[src/rtl/slew_rate_limiter.sv]
// Slew-rate limiter: steps a registered output toward a rail-clamped target
// by at most SLEW_STEP per clock, with settle tracking and clip/fault status.
module slew_rate_limiter #(
  parameter int WIDTH         = 16,
  parameter int SLEW_STEP     = 64,
  parameter int SETTLE_CYCLES = 4
) (
  input  logic                    clk,
  input  logic                    rst_n,
  input  logic                    en,
  input  logic signed [WIDTH-1:0] target_in,
  input  logic signed [WIDTH-1:0] vcc,
  input  logic signed [WIDTH-1:0] vee,
  output logic signed [WIDTH-1:0] out,
  output logic                    slewing,
  output logic                    settled,
  output logic                    clip_hi,
  output logic                    clip_lo,
  output logic                    rail_fault
);

  localparam int CW = $clog2(SETTLE_CYCLES + 1);
  localparam logic signed [WIDTH:0] STEP = (WIDTH+1)'(SLEW_STEP);
  localparam logic [CW-1:0] LAST = CW'(SETTLE_CYCLES - 1);

  typedef enum logic [1:0] {
    IDLE,
    SLEW,
    SETTLE,
    LOCKED
  } state_t;

  state_t state, state_nx;
  logic signed [WIDTH-1:0] target_q;
  logic signed [WIDTH-1:0] eff;
  logic signed [WIDTH-1:0] out_step;
  logic signed [WIDTH-1:0] out_nx;
  logic signed [WIDTH:0]   diff;
  logic [CW-1:0]           cnt, cnt_nx;
  logic                    fault;
  logic                    run;

  assign fault = vee > vcc;
  assign run   = en && !fault;

  always_comb begin
    eff = target_q;
    if (eff < vee) eff = vee;
    if (eff > vcc) eff = vcc;
  end

  // One extra bit so the distance between the rails never wraps.
  assign diff = $signed({eff[WIDTH-1], eff})
              - $signed({out[WIDTH-1], out});

  always_comb begin
    unique case (1'b1)
      diff > STEP:  out_step = out + WIDTH'(SLEW_STEP);
      diff < -STEP: out_step = out - WIDTH'(SLEW_STEP);
      default:      out_step = eff;
    endcase
  end

  always_comb begin
    state_nx = state;
    cnt_nx   = cnt;
    out_nx   = out;
    if (!run) begin
      state_nx = IDLE;
      cnt_nx   = '0;
    end else begin
      unique case (state)
        IDLE: begin
          cnt_nx   = '0;
          state_nx = (out != eff) ? SLEW : SETTLE;
        end
        SLEW: begin
          out_nx = out_step;
          if (out_step == eff) begin
            state_nx = SETTLE;
            cnt_nx   = '0;
          end
        end
        SETTLE: begin
          out_nx = out_step;
          if (out != eff) begin
            state_nx = SLEW;
            cnt_nx   = '0;
          end else if (cnt == LAST) begin
            state_nx = LOCKED;
          end else begin
            cnt_nx = cnt + 1'b1;
          end
        end
        LOCKED: begin
          out_nx = out_step;
          if (out != eff) begin
            state_nx = SLEW;
            cnt_nx   = '0;
          end
        end
        default: state_nx = IDLE;
      endcase
    end
  end

  always_ff @(posedge clk or negedge rst_n) begin
    if (!rst_n) begin
      state      <= IDLE;
      cnt        <= '0;
      out        <= '0;
      target_q   <= '0;
      slewing    <= 1'b0;
      settled    <= 1'b0;
      clip_hi    <= 1'b0;
      clip_lo    <= 1'b0;
      rail_fault <= 1'b0;
    end else begin
      state      <= state_nx;
      cnt        <= cnt_nx;
      out        <= out_nx;
      if (en) target_q <= target_in;
      slewing    <= state_nx == SLEW;
      settled    <= state_nx == LOCKED;
      clip_hi    <= !fault && (target_q > vcc);
      clip_lo    <= !fault && (target_q < vee);
      rail_fault <= fault;
    end
  end

endmodule

[config.mk]
export PLATFORM = sky130hd
export DESIGN_NAME = slew_rate_limiter
export DESIGN_NICKNAME = d
export VERILOG_FILES = /design/src/rtl/slew_rate_limiter.sv
export SDC_FILE = /design/constraint.sdc
export NUM_CORES = 1
export LEC_CHECK = 0
export CAP_MARGIN = 10
export CELL_PAD_IN_SITES_DETAIL_PLACEMENT = 1
export CELL_PAD_IN_SITES_GLOBAL_PLACEMENT = 1
export CORE_ASPECT_RATIO = 0.7
export CORE_MARGIN = 3
export CORE_UTILIZATION = 30
export CTS_BUF_LIST = sky130_fd_sc_hd__clkbuf_4 sky130_fd_sc_hd__clkbuf_8 sky130_fd_sc_hd__clkbuf_16
export CTS_CLUSTER_SIZE = 30
export DETAILED_ROUTE_END_ITERATION = 8
export PLACE_DENSITY = 0.64
export SKIP_LAST_GASP = 1
export SYNTH_ARGS = -nofsm -noshare
export SYNTH_HDL_FRONTEND = slang
export SYNTH_SLANG_ARGS = --single-unit
export TNS_END_PERCENT = 100
[constraint.sdc]
create_clock -name clk -period 12.7 [get_ports clk]
set_clock_uncertainty 0.1 [all_clocks]
set_input_delay 2.54 -clock clk [delete_from_list [all_inputs] [get_ports clk]]
set_output_delay 2.54 -clock clk [all_outputs]
set_load 0.05 [all_outputs]
==> results.json <==
{
  "port_buffers": 71,
  "synth-seq-cells": 42,
  "drv_cap": 0,
  "diodes": 0,
  "r2r_slack_ps": 3010,
  "synthesis.nets": 823,
  "worst_slew_pin_slew_ps": 1080,
  "max-slew-margin-rel": 0.280,
  "arrival_ps": 12220,
  "power_density_nw_per_um2": 241,
  "clock_path_buffers": 2,
  "period_share": 0.958,
  "die_width_um": 171,
  "synth-edff-count": 0,
  "placed_area_um2": 6750,
  "via_per_inst": 5.51,
  "p_leak_nw": 3.10,
  "first_pass_iters": 5,
  "ir_drop_mv": 0.0987,
  "wirelength_um": 20900,
  "dr.first_iter.drc_count": 275,
  "syn_area_um2": 5680,
  "setup_viol": 0,
  "coreArea_um2": 18300,
  "dp_cells": 990,
  "path_class": "primary input to flip-flop",
  "crit_start": "vee[12]",
  "cts_buffers": 5,
  "drc": 0,
  "num_vias": 5519,
  "cp_data_required_time_ps": 12760,
  "cts_tree": "built",
  "fin_ws_ps": 535,
  "critPathLaunchType": "primary input",
  "crit_slowest_cell": "clkdlybuf4s50_1",
  "worst_skew_pair.late_latency_ps": 300,
  "antenna_found_initial": 0,
  "syn_area_per_cell_um2": 8.33,
  "rows": 41,
  "cp-end-kind": "flip-flop",
  "rsz0062_at_grt": "false",
  "worstReg2RegStart": "target_q[12]$_DFFE_PN0P_",
  "cts.reportedPaths.clkPinSlew_ps": 70,
  "detail_route.wl_per_cell_um": 20.9,
  "cp_max_fo": 7,
  "slowest_delay_ps": 590,
  "area_growth_pct": 23.1,
  "place_hpwl_um": 17500,
  "post-route-cell-area_um2": 6990,
  "grt_pass1_vias": 5702,
  "fin_crit_ps": 12160,
  "start_util": 0.310,
  "cts_root_buffer": "clkbuf_16",
  "synth_cell_types": 82,
  "syn_inst": 682,
  "ant_nets": 0,
  "hold_start": "cnt[2]$_DFFE_PN0P_",
  "synth_warnings": 0,
  "overflow": 0,
  "ys_seq_area_frac": 0.185,
  "async_flop_share": 1.00,
  "num-nets-final": 905,
  "die-area_um2": 20700,
  "slew_violations": 0,
  "status": "complete, no violations",
  "pre_cts_slack_ps": -168,
  "fp.dieH_um": 121,
  "pin_count": 72,
  "synthFlopType": "dfrtp_1",
  "instances_no_fill": 1001,
  "hold_class": "flip-flop to flip-flop",
  "cts-htree-levels": 2,
  "fmax_mhz": 82.2,
  "cts_sinks": 42,
  "total_power_w": 0.00169,
  "finalHoldViolCount": 0,
  "grt_pass1_wl_um": 33100,
  "grt_max_degree": 43,
  "place.gp.congestion": 0.932,
  "postCtsHoldBufs": 0,
  "grt_usage": 0.205,
  "drive_above_1_share": 0.136
}
==> worst max-delay path: cells and delay by family <==
family	cells	cell delay, ps
AO/OA/AOI/OAI	17	3930
buffers and inverters	6	1410
adder cells (fa/ha/maj)	4	1370
XOR/XNOR	1	220
multiplexers	3	960
AND/OR/NAND/NOR	9	1760
==> layout by cell type (no fill, tap or decap), drive strengths merged, types with 6 or more instances in the layout <==
cell and instances:
nor2 44, nand2b 8, a211oi 6, buf 24
nand2 47, clkdlybuf4s50 70, inv 68, o21ai 42
a21oi 67, nor2b 8, dfrtp 42, nand3 22
mux2i 9, o31ai 7, a31oi 7, xnor2 26
nand4 13, mux2 34, nor4 10, xor2 10
a21o 18, ha 89, nor3 12, o21bai 6
==> kinds of logic (layout without fill, tap and decap cells) <==
group                      count (synthesis)  in the layout  synth area share
and+or+nand+nor                          186            186             0.168
muxes                                     43             43            0.0892
buffers and inverters                     87            170            0.0592
AOI/OAI and AO/OA                        198            198             0.242
DFF                                       42             42             0.185
xor gates and xnor gates                  36             36            0.0568
adders and majority gates                 90             90             0.199
==> through the flow <==
step / util / hold WS, ps / setup TNS, ps
CTS: 0.377 / 458 / 0
detailed placement: 0.369 / 448 / -742
global placement: 0.369 / 430 / 0
floorplan: - / 417 / 0
finish: 0.382 / 457 / 0
global route: 0.382 / 467 / 0
==> repair_timing <==
item | in CTS | in global routing
resized for setup | 0 | 10
setup buffers | 0 | 3
endpoints found under the setup margin | 0 | 7
==> where the power goes <==
part / leakage [nW] / internal [W] / switching [W] / total (W)
sequential: 0.526 / 0.000155 / 0.0000342 / 0.000190
combinational: 2.50 / 0.000545 / 0.000810 / 0.00136
clock: 0.0704 / 0.0000743 / 0.0000671 / 0.000141
==> final timing paths <==
path / endpoint / cells past startpoint
min reg2reg: cnt[2]$_DFFE_PN0P_ / 2
max: cnt[1]$_DFFE_PN0P_ / 40
max reg2reg: cnt[1]$_DFFE_PN0P_ / 38
min: cnt[2]$_DFFE_PN0P_ / 2
min in group asynchronous: target_q[0]$_DFFE_PN0P_ / 1
max in group asynchronous: out[15]$_DFFE_PN0P_ / 1
==> cell type report <==
class                           count  area (µm²)
Clock buffer                        5         125
Clock inverter                      3        25.0
Fill cell                        2173       11300
Sequential cell                    42        1050
Multi-Input combinational cell    553        4340
Tap cell                          236         295
Inverter                           68         255
Timing Repair Buffer               94         907
==> metal layers <==
layer / wire length (µm) / vias to the layer above / track usage
met5: 0 / - / 0
met4: 99 / 0 / 0.0203
met3: 1010 / 9 / 0.0319
met2: 8530 / 144 / 0.291
met1: 11300 / 2699 / 0.331
li1: - / 2667 / -
==> state kept, by name (all words and copies together) (netlist names) <==
name        count
rail_fault      1
cnt             3
settled         1
target_q       16
clip_lo         1
state           2
slewing         1
out            16
clip_hi         1
==> cells in the mapped netlist (5+ instances only) <==
cell,count,area (µm²)
nor2_1,43,161
nor2b_1,8,50.1
xor2_1,10,87.6
a31oi_1,6,37.5
o21ai_0,33,165
ha_1,89,1110
o21bai_1,6,45.0
nand3_1,22,110
clkbuf_1,14,52.6
dfrtp_1,42,1050
a21oi_1,61,305
nand4_1,13,81.3
inv_1,67,251
a21o_1,18,135
mux2i_1,6,60.1
nand2_1,47,176
nor3_1,11,55.1
xnor2_1,25,219
o31ai_1,5,37.5
nand2b_1,8,50.1
mux2_4,6,90.1
mux2_2,28,315
nor4_1,9,56.3
o21ai_1,7,35.0
(Power assumes the default switching activity.)
